--- src/rtl/program_loader_pkg.sv ---
// Shared definitions for the boot-time program loader: FSM states,
// header field positions and memory byte strides.
package cpu_pkg;

  typedef enum logic [2:0] {
    IDLE   = 3'd0,
    HDR    = 3'd1,
    LD_I   = 3'd2,
    LD_DLO = 3'd3,
    LD_DHI = 3'd4,
    RUN    = 3'd5,
    ERROR  = 3'd6
  } state_t;

  localparam int N_LSB       = 0;
  localparam int N_MSB       = 15;
  localparam int M_LSB       = 16;
  localparam int M_MSB       = 31;
  localparam int IMEM_STRIDE = 4;
  localparam int DMEM_STRIDE = 8;

  function automatic logic [15:0] hdr_n(input logic [31:0] hdr);
    return hdr[N_MSB:N_LSB];
  endfunction

  function automatic logic [15:0] hdr_m(input logic [31:0] hdr);
    return hdr[M_MSB:M_LSB];
  endfunction

endpackage

--- src/rtl/program_loader_if.sv ---
// Valid/ready word stream feeding the program loader.
interface program_loader_if;
  logic        in_valid;
  logic [31:0] in_data;
  logic        in_ready;

  modport master (output in_valid, output in_data, input in_ready);
  modport slave  (input in_valid, input in_data, output in_ready);
endinterface

--- src/rtl/program_loader_write_port.sv ---
// One external memory write port: registered address/data/strobe plus the
// running word index that forms the byte address.
module loader_write_port #(
  parameter int DATA_W = 32,
  parameter int STRIDE = 4
) (
  input  logic              clk,
  input  logic              arst_n,
  input  logic              clr,
  input  logic              wr,
  input  logic [DATA_W-1:0] wdata,
  output logic [63:0]       addr,
  output logic              wen,
  output logic [DATA_W-1:0] data,
  output logic [15:0]       idx
);

  localparam int SHIFT = $clog2(STRIDE);

  logic [63:0]       addr_r;
  logic              wen_r;
  logic [DATA_W-1:0] data_r;
  logic [15:0]       idx_r;

  // Strobe is a single-cycle pulse; address and data hold between writes.
  always_ff @(posedge clk or negedge arst_n) begin
    if (!arst_n) begin
      addr_r <= 64'd0;
      wen_r  <= 1'b0;
      data_r <= '0;
      idx_r  <= 16'd0;
    end else begin
      wen_r <= 1'b0;
      if (clr) begin
        idx_r  <= 16'd0;
        addr_r <= 64'd0;
      end else if (wr) begin
        wen_r  <= 1'b1;
        data_r <= wdata;
        addr_r <= {48'd0, idx_r} << SHIFT;
        idx_r  <= idx_r + 16'd1;
      end else begin
        idx_r <= idx_r;
      end
    end
  end

  assign addr = addr_r;
  assign wen  = wen_r;
  assign data = data_r;
  assign idx  = idx_r;

endmodule

--- src/rtl/program_loader.sv ---
// Boot loader: streams a header + IMEM words + DMEM doublewords into the
// core's external memory ports, then enables the core.
module program_loader
  import cpu_pkg::*;
#(
  parameter int IMEM_MAX_WORDS  = 128,
  parameter int DMEM_MAX_DWORDS = 128
) (
  input  logic                    clk,
  input  logic                    arst_n,
  input  logic                    start,
  program_loader_if.slave         stream,
  output logic [63:0]             addr_ext,
  output logic                    wen_ext,
  output logic                    ren_ext,
  output logic [31:0]             wdata_ext,
  output logic [63:0]             addr_ext_2,
  output logic                    wen_ext_2,
  output logic                    ren_ext_2,
  output logic [63:0]             wdata_ext_2,
  output logic                    cpu_enable,
  output logic                    load_done,
  output logic                    load_error
);

  state_t      state_r, next_state_s;
  logic [15:0] n_r, m_r;
  logic [31:0] lo_r;
  logic        cpu_enable_r, load_done_r, load_error_r;

  logic        in_ready_s, hs_s, hdr_hs_s, imem_wr_s, dmem_wr_s;
  logic [15:0] hdr_n_s, hdr_m_s, imem_idx_s, dmem_idx_s;
  logic        imem_last_s, dmem_last_s, hdr_bad_s;

  assign hs_s        = stream.in_valid & in_ready_s;
  assign hdr_n_s     = hdr_n(stream.in_data);
  assign hdr_m_s     = hdr_m(stream.in_data);
  assign hdr_bad_s   = (hdr_n_s > 16'(IMEM_MAX_WORDS)) || (hdr_m_s > 16'(DMEM_MAX_DWORDS));
  assign imem_last_s = (imem_idx_s + 16'd1) == n_r;
  assign dmem_last_s = (dmem_idx_s + 16'd1) == m_r;

  // State register.
  always_ff @(posedge clk or negedge arst_n) begin
    if (!arst_n) begin
      state_r <= IDLE;
    end else begin
      state_r <= next_state_s;
    end
  end

  // Next-state logic; start is only honoured outside the loading states.
  always_comb begin
    next_state_s = state_r;
    case (state_r)
      IDLE: begin
        if (start) next_state_s = HDR;
        else       next_state_s = state_r;
      end
      HDR: begin
        if (!hs_s)               next_state_s = state_r;
        else if (hdr_bad_s)      next_state_s = ERROR;
        else if (hdr_n_s != 16'd0) next_state_s = LD_I;
        else if (hdr_m_s != 16'd0) next_state_s = LD_DLO;
        else                     next_state_s = RUN;
      end
      LD_I: begin
        if (hs_s && imem_last_s) next_state_s = (m_r != 16'd0) ? LD_DLO : RUN;
        else                     next_state_s = state_r;
      end
      LD_DLO: begin
        if (hs_s) next_state_s = LD_DHI;
        else      next_state_s = state_r;
      end
      LD_DHI: begin
        if (hs_s) next_state_s = dmem_last_s ? RUN : LD_DLO;
        else      next_state_s = state_r;
      end
      RUN, ERROR: begin
        if (start) next_state_s = HDR;
        else       next_state_s = state_r;
      end
      default: next_state_s = IDLE;
    endcase
  end

  // Output decode: ready depends on state alone, never on in_valid.
  always_comb begin
    in_ready_s = 1'b0;
    hdr_hs_s   = 1'b0;
    imem_wr_s  = 1'b0;
    dmem_wr_s  = 1'b0;
    case (state_r)
      HDR: begin
        in_ready_s = 1'b1;
        hdr_hs_s   = stream.in_valid;
      end
      LD_I: begin
        in_ready_s = 1'b1;
        imem_wr_s  = stream.in_valid;
      end
      LD_DLO: in_ready_s = 1'b1;
      LD_DHI: begin
        in_ready_s = 1'b1;
        dmem_wr_s  = stream.in_valid;
      end
      default: in_ready_s = 1'b0;
    endcase
  end

  // Header fields and the low half of the doubleword under assembly.
  always_ff @(posedge clk or negedge arst_n) begin
    if (!arst_n) begin
      n_r  <= 16'd0;
      m_r  <= 16'd0;
      lo_r <= 32'd0;
    end else begin
      if (hdr_hs_s) begin
        n_r <= hdr_n_s;
        m_r <= hdr_m_s;
      end else begin
        n_r <= n_r;
        m_r <= m_r;
      end
      if (hs_s && state_r == LD_DLO) lo_r <= stream.in_data;
      else                           lo_r <= lo_r;
    end
  end

  // Enable waits one cycle past a final strobe so it never overlaps a write.
  always_ff @(posedge clk or negedge arst_n) begin
    if (!arst_n) begin
      cpu_enable_r <= 1'b0;
      load_done_r  <= 1'b0;
      load_error_r <= 1'b0;
    end else begin
      cpu_enable_r <= (next_state_s == RUN) && !(imem_wr_s || dmem_wr_s);
      load_done_r  <= (next_state_s == RUN);
      load_error_r <= (next_state_s == ERROR);
    end
  end

  loader_write_port #(.DATA_W(32), .STRIDE(IMEM_STRIDE)) u_imem_port (
    .clk   (clk),
    .arst_n(arst_n),
    .clr   (hdr_hs_s),
    .wr    (imem_wr_s),
    .wdata (stream.in_data),
    .addr  (addr_ext),
    .wen   (wen_ext),
    .data  (wdata_ext),
    .idx   (imem_idx_s)
  );

  loader_write_port #(.DATA_W(64), .STRIDE(DMEM_STRIDE)) u_dmem_port (
    .clk   (clk),
    .arst_n(arst_n),
    .clr   (hdr_hs_s),
    .wr    (dmem_wr_s),
    .wdata ({stream.in_data, lo_r}),
    .addr  (addr_ext_2),
    .wen   (wen_ext_2),
    .data  (wdata_ext_2),
    .idx   (dmem_idx_s)
  );

  assign stream.in_ready = in_ready_s;
  assign ren_ext         = 1'b0;
  assign ren_ext_2       = 1'b0;
  assign cpu_enable      = cpu_enable_r;
  assign load_done       = load_done_r;
  assign load_error      = load_error_r;

endmodule

--- src/flat_wrapper.sv ---
// flat-port wrapper written by rule: the top's interface ports become plain ports
module program_loader_flat import cpu_pkg::*;
#(
  parameter int IMEM_MAX_WORDS  = 128,
  parameter int DMEM_MAX_DWORDS = 128
)
  (clk, arst_n, start, addr_ext, wen_ext, ren_ext, wdata_ext, addr_ext_2, wen_ext_2, ren_ext_2, wdata_ext_2, cpu_enable, load_done, load_error, stream_in_valid, stream_in_data, stream_in_ready);
  program_loader_if stream_i ();
  input  logic clk;
  input  logic arst_n;
  input  logic start;
  output logic [63:0] addr_ext;
  output logic wen_ext;
  output logic ren_ext;
  output logic [31:0] wdata_ext;
  output logic [63:0] addr_ext_2;
  output logic wen_ext_2;
  output logic ren_ext_2;
  output logic [63:0] wdata_ext_2;
  output logic cpu_enable;
  output logic load_done;
  output logic load_error;
  input wire logic [$bits(stream_i.in_valid)-1:0] stream_in_valid;
  input wire logic [$bits(stream_i.in_data)-1:0] stream_in_data;
  output wire logic [$bits(stream_i.in_ready)-1:0] stream_in_ready;
  assign stream_i.in_valid = stream_in_valid;
  assign stream_i.in_data = stream_in_data;
  assign stream_in_ready = stream_i.in_ready;
  program_loader #(.IMEM_MAX_WORDS(IMEM_MAX_WORDS), .DMEM_MAX_DWORDS(DMEM_MAX_DWORDS)) u_core (.clk(clk), .arst_n(arst_n), .start(start), .stream(stream_i), .addr_ext(addr_ext), .wen_ext(wen_ext), .ren_ext(ren_ext), .wdata_ext(wdata_ext), .addr_ext_2(addr_ext_2), .wen_ext_2(wen_ext_2), .ren_ext_2(ren_ext_2), .wdata_ext_2(wdata_ext_2), .cpu_enable(cpu_enable), .load_done(load_done), .load_error(load_error));
endmodule
--- config.mk ---
export PLATFORM = sky130hd
export DESIGN_NAME = program_loader_flat
export DESIGN_NICKNAME = d
export VERILOG_FILES = /design/src/rtl/program_loader_pkg.sv /design/src/rtl/program_loader_if.sv /design/src/rtl/program_loader_write_port.sv /design/src/rtl/program_loader.sv /design/src/flat_wrapper.sv
export SDC_FILE = /design/constraint.sdc
export NUM_CORES = 1
export LEC_CHECK = 0
export CAP_MARGIN = 20
export CORE_MARGIN = 2
export CORE_UTILIZATION = 50
export CTS_BUF_LIST = sky130_fd_sc_hd__clkbuf_8
export DETAILED_ROUTE_END_ITERATION = 6
export GPL_TIMING_DRIVEN = 0
export HOLD_SLACK_MARGIN = 0.02
export PLACE_DENSITY = 0.81
export REMOVE_ABC_BUFFERS = 1
export SLEW_MARGIN = 20
export SYNTH_ARGS = -nofsm -noshare
export SYNTH_HDL_FRONTEND = slang
export SYNTH_SLANG_ARGS = --single-unit
--- constraint.sdc ---
create_clock -name clk -period 3.7 [get_ports clk]
set_input_delay 0.74 -clock clk [delete_from_list [all_inputs] [get_ports clk]]
set_output_delay 0.74 -clock clk [all_outputs]
set_load 0.03 [all_outputs]
==> qor.yml, run 1 <==
global_routing:
  grt_max_degree: 93
  globalRouteTotalUtil: 0.227
  antenna_found_initial: 0
  global_route_wire_length_before_repair_mm: 43.3
  total_gr_overflow: 0
  first_global_vias: 8313
worst_setup_path:
  critPathRequiredTime_ns: 4.14
  r2r.worst_path.cells: 8
  worst_reg2reg_startpoint: "u_core.u_dmem_port.idx[4]"
  critical_path.endpoint_type: "flip-flop"
  worst_path_maximum_fanout: 12
  crit_start: "u_core.u_dmem_port.idx[4]"
  path_class: "reg -> reg"
  timing.rr.end: "u_core.cpu_enable"
  arrival_ns: 3.85
  start_kind: "flip-flop"
  regToRegSetupSlack_ns: 0.28
floorplan:
  floorplan.die.width_um: 152
  design.portCount: 268
  fp.dieH_um: 152
  start_util: 0.506
  core-area_um2: 21700
  num_rows: 54
  design.die.area_um2: 23100
min_path:
  worstHoldPathType: "in -> async"
synthesis:
  synth_seq_area_share: 0.529
  synth_async_sr_flop_share: 1.00
  predominant_post_synthesis_flop_cell: "dfrtp_1"
  synth_area_per_cell_um2: 9.65
  synth.ff_latch_count: 232
  syn-cell-area_um2: 11000
  yosysWarnings: 0
  synth_largest_area_cell: "dfrtp_1"
  synth_cell_types: 64
  synth_largest_type_area_fraction: 0.529
  post_synth_main_area_contributors: "dfrtp_1 (53%), nand2_1 (12%), buf_4 (6.8%)"
  synth-edff-count: 0
  netlist_instances: 1136
clock_tree:
  cts-root-buf: "clkbuf_8"
  clkLatencyLatePin_ns: 0.53
  cts_tree: "done"
  tritoncts_num_sinks: 232
  clkTransAtPathRegs_ns: 0.06
  cts-resized-gates: 0
  cts_inserted_buffers: 40
  post-cts-setup-buffer-count: 0
  clock_tree.htree_level_count: 2
  post_cts_hold_buffer_count: 0
  clock_tree.buffer_depth: 3
cells_and_area:
  post_layout_nonfiller_instances: 1604
  drive_above_1_share: 0.120
  antenna_cells_inserted: 0
  design.final.nets: 1333
  layout-area-overhead-vs-synth_pct: 22.9
  layout.area.seq_um2: 5810
  total_of_fill_cells_in_the_finished_design: 1771
  largest_register_ffs: 64
  multi_input_area_um2: 4510
  most-common-layout-cells: "nand2_1 (361), dfrtp_1 (232), clkdlybuf4s50_1 (168), conb_1 (98), mux2_2 (64)"
  mostFrequentLayoutCell: "nand2_1"
sta:
  timing_max_transition_violations_final: 0
  setup_viol_count_final: 0
  final_period_util: 0.923
  fin_worst_skew_ns: 0.0101
  fmaxAchievable_mhz: 293
  tightestPinTransition_ns: 0.742
  rsz0062_at_grt: "no"
  hold_viol_final: 0
  post-route-worst-setup-slack_ns: 0.284
  final_period_minus_worst_setup_slack_ns: 3.42
  relative_max_transition_margin: 0.501
drt:
  drt-total-wl_mm: 26.2
  dr_total_vias: 8361
  final_antenna_net_count: 0
  drt-initial-drc-count: 510
  via_per_inst: 5.21
  routed_wire_length_per_instance_um: 16.4
  firstDrtPassIters: 5
  post-route-drc-count: 0
power:
  power.ir.vdd_worst_mv: 0.638
  power_density_nw_per_um2: 824
  p_total_mw: 11.1
  cellLeakagePower_nw: 6.28
job:
  maxCapViolations: 0
placement:
  dp_hpwl_mm: 17.8
  place_inst: 1533
  io_buffer_count: 169
  finalWeightedCongestion: 0.837
  dpl_worst_slack_ns: 0.0377
run_status:
  outcome: "finished clean"
## synthesized netlist by cell type, drive strengths merged (2+ instances only)
| master | count |
|---|---|
| a31oi | 3 |
| nor4 | 18 |
| nand2b | 2 |
| inv | 10 |
| and2 | 2 |
| and3 | 6 |
| o22ai | 6 |
| nor2 | 37 |
| a2111oi | 2 |
| mux2i | 2 |
| nor2b | 3 |
| xnor2 | 33 |
| o211ai | 3 |
| nor4b | 3 |
| o31ai | 5 |
| nor3 | 10 |
| buf | 121 |
| nand3 | 15 |
| mux2 | 64 |
| a22o | 15 |
| xor2 | 19 |
| a21oi | 9 |
| nand2 | 363 |
| or4 | 2 |
| dfrtp | 232 |
| o41ai | 4 |
| or3 | 7 |
| nor3b | 3 |
| ha | 2 |
| clkbuf | 41 |
| o21ai | 59 |
| nand4 | 15 |
## report_power, final
part	switching, mW	internal (mW)	total [mW]	leakage (nW)
sequential	0.682	3.48	4.16	2.99
clock	1.02	1.36	2.38	0.471
combinational	2.67	1.90	4.56	2.81
## worst max path at each step
| stage | slack [ns] | end | cells past startpoint |
|---|---|---|---|
| 2_1_floorplan | -2.40 | u_core.u_imem_port.idx[3] | 5 |
| 3_3_place_gp | -7.92 | u_core.u_dmem_port.data[42] | 1 |
| 3_5_place_dp | 0.04 | u_core.u_imem_port.idx[6] | 7 |
| 4_1_cts | 0.29 | u_core.cpu_enable | 8 |
| 5_1_grt | 0.006 | u_core.cpu_enable | 8 |
| 6_report | 0.28 | u_core.cpu_enable | 8 |
## routing by layer
metal / global-route usage / part of all wire
met3: 0.0496 / 0.064
met1: 0.303 / 0.43
met5: 0 / 0
met2: 0.370 / 0.48
met4: 0.0752 / 0.026
## final cells by class
class | count | area share
repair buffers | 182 | 0.142
flip-flops and latches | 232 | 0.431
multi-input cells | 828 | 0.335
well taps | 280 | 0.0260
clock inverters | 14 | 0.00464
clock buffers | 57 | 0.0582
inverters | 11 | 0.00334
## worst max-delay path, stage by stage (launching register included)
cell and delay (ns):
dfrtp_1 0.50, nand3_2 0.28, nor3_1 0.65, mux2_2 0.42, or4bb_1 0.50, or4_1 0.46
a21boi_2 0.18, nor2_1 0.11, nor4_2 0.21
## logic make-up after synthesis
| kind of cell | synth area share |
|---|---|
| XOR/XNOR | 0.0415 |
| multiplexers | 0.0675 |
| adder cells (fa/ha/maj) | 0.00228 |
| flip-flops | 0.529 |
| AND/OR/NAND/NOR | 0.192 |
| other | 0.000342 |
| buffers and inverters | 0.0949 |
| AO/OA/AOI/OAI | 0.0720 |
## metrics by stage
stage,setup TNS (ns),util,cell area (µm²),hold WS [ns]
floorplan,-186.08,-,10300,0.433
global placement,-2643.37,0.570,12400,0.441
detailed placement,0,0.582,12600,0.454
CTS,0,0.621,13500,0.135
global route,0,0.621,13500,0.136
finish,0,0.621,13500,0.132
Note: power is estimated with default switching activity, not from simulation.
==> run 2, diff against run 1 <==
Settings changed: CTS_BUF_LIST sky130_fd_sc_hd__clkbuf_8 to sky130_fd_sc_hd__clkbuf_4.
==> run 2 against run 1 <==
Compared with the run above: power is 2.7% lower; sequential share of layout area is 0.42 points higher; critical path type unchanged; highest routed layer unchanged; register-to-register slack worse by 0.02 ns; hold slack better by 0.32 ns; sequential power hardly changed; sequential cell count stayed put; fmax is 0.52% lower; utilization is 0.61 points lower; first-iteration DRC count is 4.1% lower; global-route usage is 0.072 points higher.
==> qor.yml, run 2 (synthesized netlist as in run 1, its figures left out) <==
cells_and_area:
  design.final.nets: 1354  # +1.6%
  layout-area-overhead-vs-synth_pct: 21.7
  most-common-layout-cells: "nand2_1 (361), dfrtp_1 (232), clkdlybuf4s50_1 (168), conb_1 (98), clkbuf_4 (89)"
  largest_register_ffs: 64  # unchanged
  post_layout_nonfiller_instances: 1633  # +1.8%
  finish.utilization: 0.615  # -0.00606
  mostFrequentLayoutCell: "nand2_1"
  drive_above_1_share: 0.141  # +0.0204
sta:
  fmaxAchievable_mhz: 291  # -0.52%
  tightestPinTransition_ns: 0.741  # -0.000979 ns
  final_period_minus_worst_setup_slack_ns: 3.43  # +0.0178 ns
  fin_tns_setup_ns: 0  # unchanged
  final_period_util: 0.928  # +0.00480
  fin_hold_ws_ns: 0.456  # +0.323 ns
  relative_max_transition_margin: 0.502  # +0.000658
  fin_worst_skew_ns: 0.0276  # +0.0175 ns
  setup_viol_count_final: 0  # unchanged
  hold_viol_final: 0  # unchanged
  rsz0062_at_grt: "no"
  timing_max_transition_violations_final: 0  # unchanged
worst_setup_path:
  crit_start: "u_core.u_dmem_port.idx[4]"
  worst_reg2reg_startpoint: "u_core.u_dmem_port.idx[4]"
  worst_path_maximum_fanout: 12  # unchanged
  critPathRequiredTime_ns: 4.28  # +0.14 ns
  start_kind: "flip-flop"
  arrival_ns: 4.01  # +0.16 ns
  path_class: "reg -> reg"
  critical_path.endpoint_type: "flip-flop"
global_routing:
  top_usage_layer: "met2"
  grt_use_met2: 0.364  # -0.00601
  grt_util_met3: 0.0502  # +0.000570
  global_route_wire_length_before_repair_mm: 43.6  # +0.61%
  antenna_found_initial: 1  # +1
  total_gr_overflow: 0  # unchanged
  first_global_vias: 8508  # +2.3%
  globalRouteTotalUtil: 0.227  # +0.000717
  grt_max_degree: 93  # unchanged
  met1_usage: 0.306  # +0.00212
drt:
  dr_total_vias: 8443  # +0.98%
  drt-initial-drc-count: 489  # -4.1%
  via_per_inst: 5.17  # -0.81%
  routed_wire_length_per_instance_um: 16.1  # -1.4%
  drt-total-wl_mm: 26.3  # +0.34%
  firstDrtPassIters: 5  # unchanged
  final_antenna_net_count: 0  # unchanged
  post-route-drc-count: 0  # unchanged
floorplan:
  core-area_um2: 21700  # unchanged
  num_rows: 54  # unchanged
  floorplan.die.width_um: 152  # unchanged
  start_util: 0.506  # unchanged
  fp.dieH_um: 152  # unchanged
  design.portCount: 268  # unchanged
  design.die.area_um2: 23100  # unchanged
placement:
  dp_hpwl_mm: 17.8  # unchanged
  place_inst: 1533  # unchanged
  finalWeightedCongestion: 0.837  # unchanged
  io_buffer_count: 169  # unchanged
clock_tree:
  clkTransAtPathRegs_ns: 0.06  # about the same
  cts_inserted_buffers: 60  # +50%
  tritoncts_num_sinks: 232  # unchanged
  clock_tree.buffer_depth: 3  # unchanged
  cts-root-buf: "clkbuf_4"
  clock_tree.htree_level_count: 2  # unchanged
  cts_tree: "done"
  clkLatencyLatePin_ns: 0.67  # +0.14 ns
power:
  cellLeakagePower_nw: 6.24  # -0.57%
  power.ir.vdd_worst_mv: 0.581  # -8.9%
  power_density_nw_per_um2: 810  # -1.7%
min_path:
  min-delay-start: "u_core.lo_r[22]"
  worstHoldPathType: "reg -> reg"
run_status:
  outcome: "finished clean"
job:
  maxCapViolations: 0  # unchanged
run 2: cell type report:
cell class                 instances  area, µm²
multi-input combinational        828       4510
antenna                            1       2.50
fill                            1815       8340
clock inverter                     9       35.0
timing repair buffer             183       1930
inverter                          11       45.0
sequential                       232       5810
tap                              280        350
clock buffer                      89        668
run 2: power breakdown:
part,total (mW),internal [mW],switching (mW)
clock network,2.08,1.08,1.00
logic,4.57,1.90,2.67
registers,4.15,3.48,0.679
run 2: worst paths after layout:
| path | endpoint | slack (ns) | cells after the start |
|---|---|---|---|
| max reg2reg | u_core.cpu_enable | 0.27 | 8 |
| max in group asynchronous | u_core.u_imem_port.idx[3] | 2.28 | 3 |
| min in group asynchronous | u_core.u_dmem_port.data[58] | 0.62 | 2 |
| min reg2reg | u_core.u_dmem_port.data[22] | 0.46 | 2 |
| max | u_core.cpu_enable | 0.27 | 8 |
| min | u_core.u_dmem_port.data[22] | 0.46 | 2 |
run 2: repair_timing:
action | 4_1_cts | 5_1_grt
resized for setup | 0 | 0
hold endpoints to repair | 53 | 0
buffers inserted | 0 | 0
hold buffers | 1 | 0
run 2: stage by stage:
stage / cell area [µm²] / power, mW / setup slack (ns)
floorplan: 10300 / 6.87 / -2.40
finish: 13300 / 10.8 / 0.266
global placement: 12400 / 8.56 / -7.92
global route: 13300 / 11.5 / 0.0287
CTS: 13300 / 10.9 / 0.259
detailed placement: 12600 / 8.76 / 0.0377
run 2: routing by layer:
metal,vias up,share of wire
li1,3966,-
met1,4112,0.43
met2,309,0.48
met3,56,0.064
met4,0,0.026
met5,-,0
run 2: worst max-delay path, stage by stage, from the launching register on:
cell and delay (ns):
dfrtp_1 0.51, nand3_2 0.29, nor3_1 0.65, mux2_2 0.42, or4bb_1 0.50, or4_1 0.46, a21boi_2 0.18, nor2_1 0.11
nor4_2 0.21
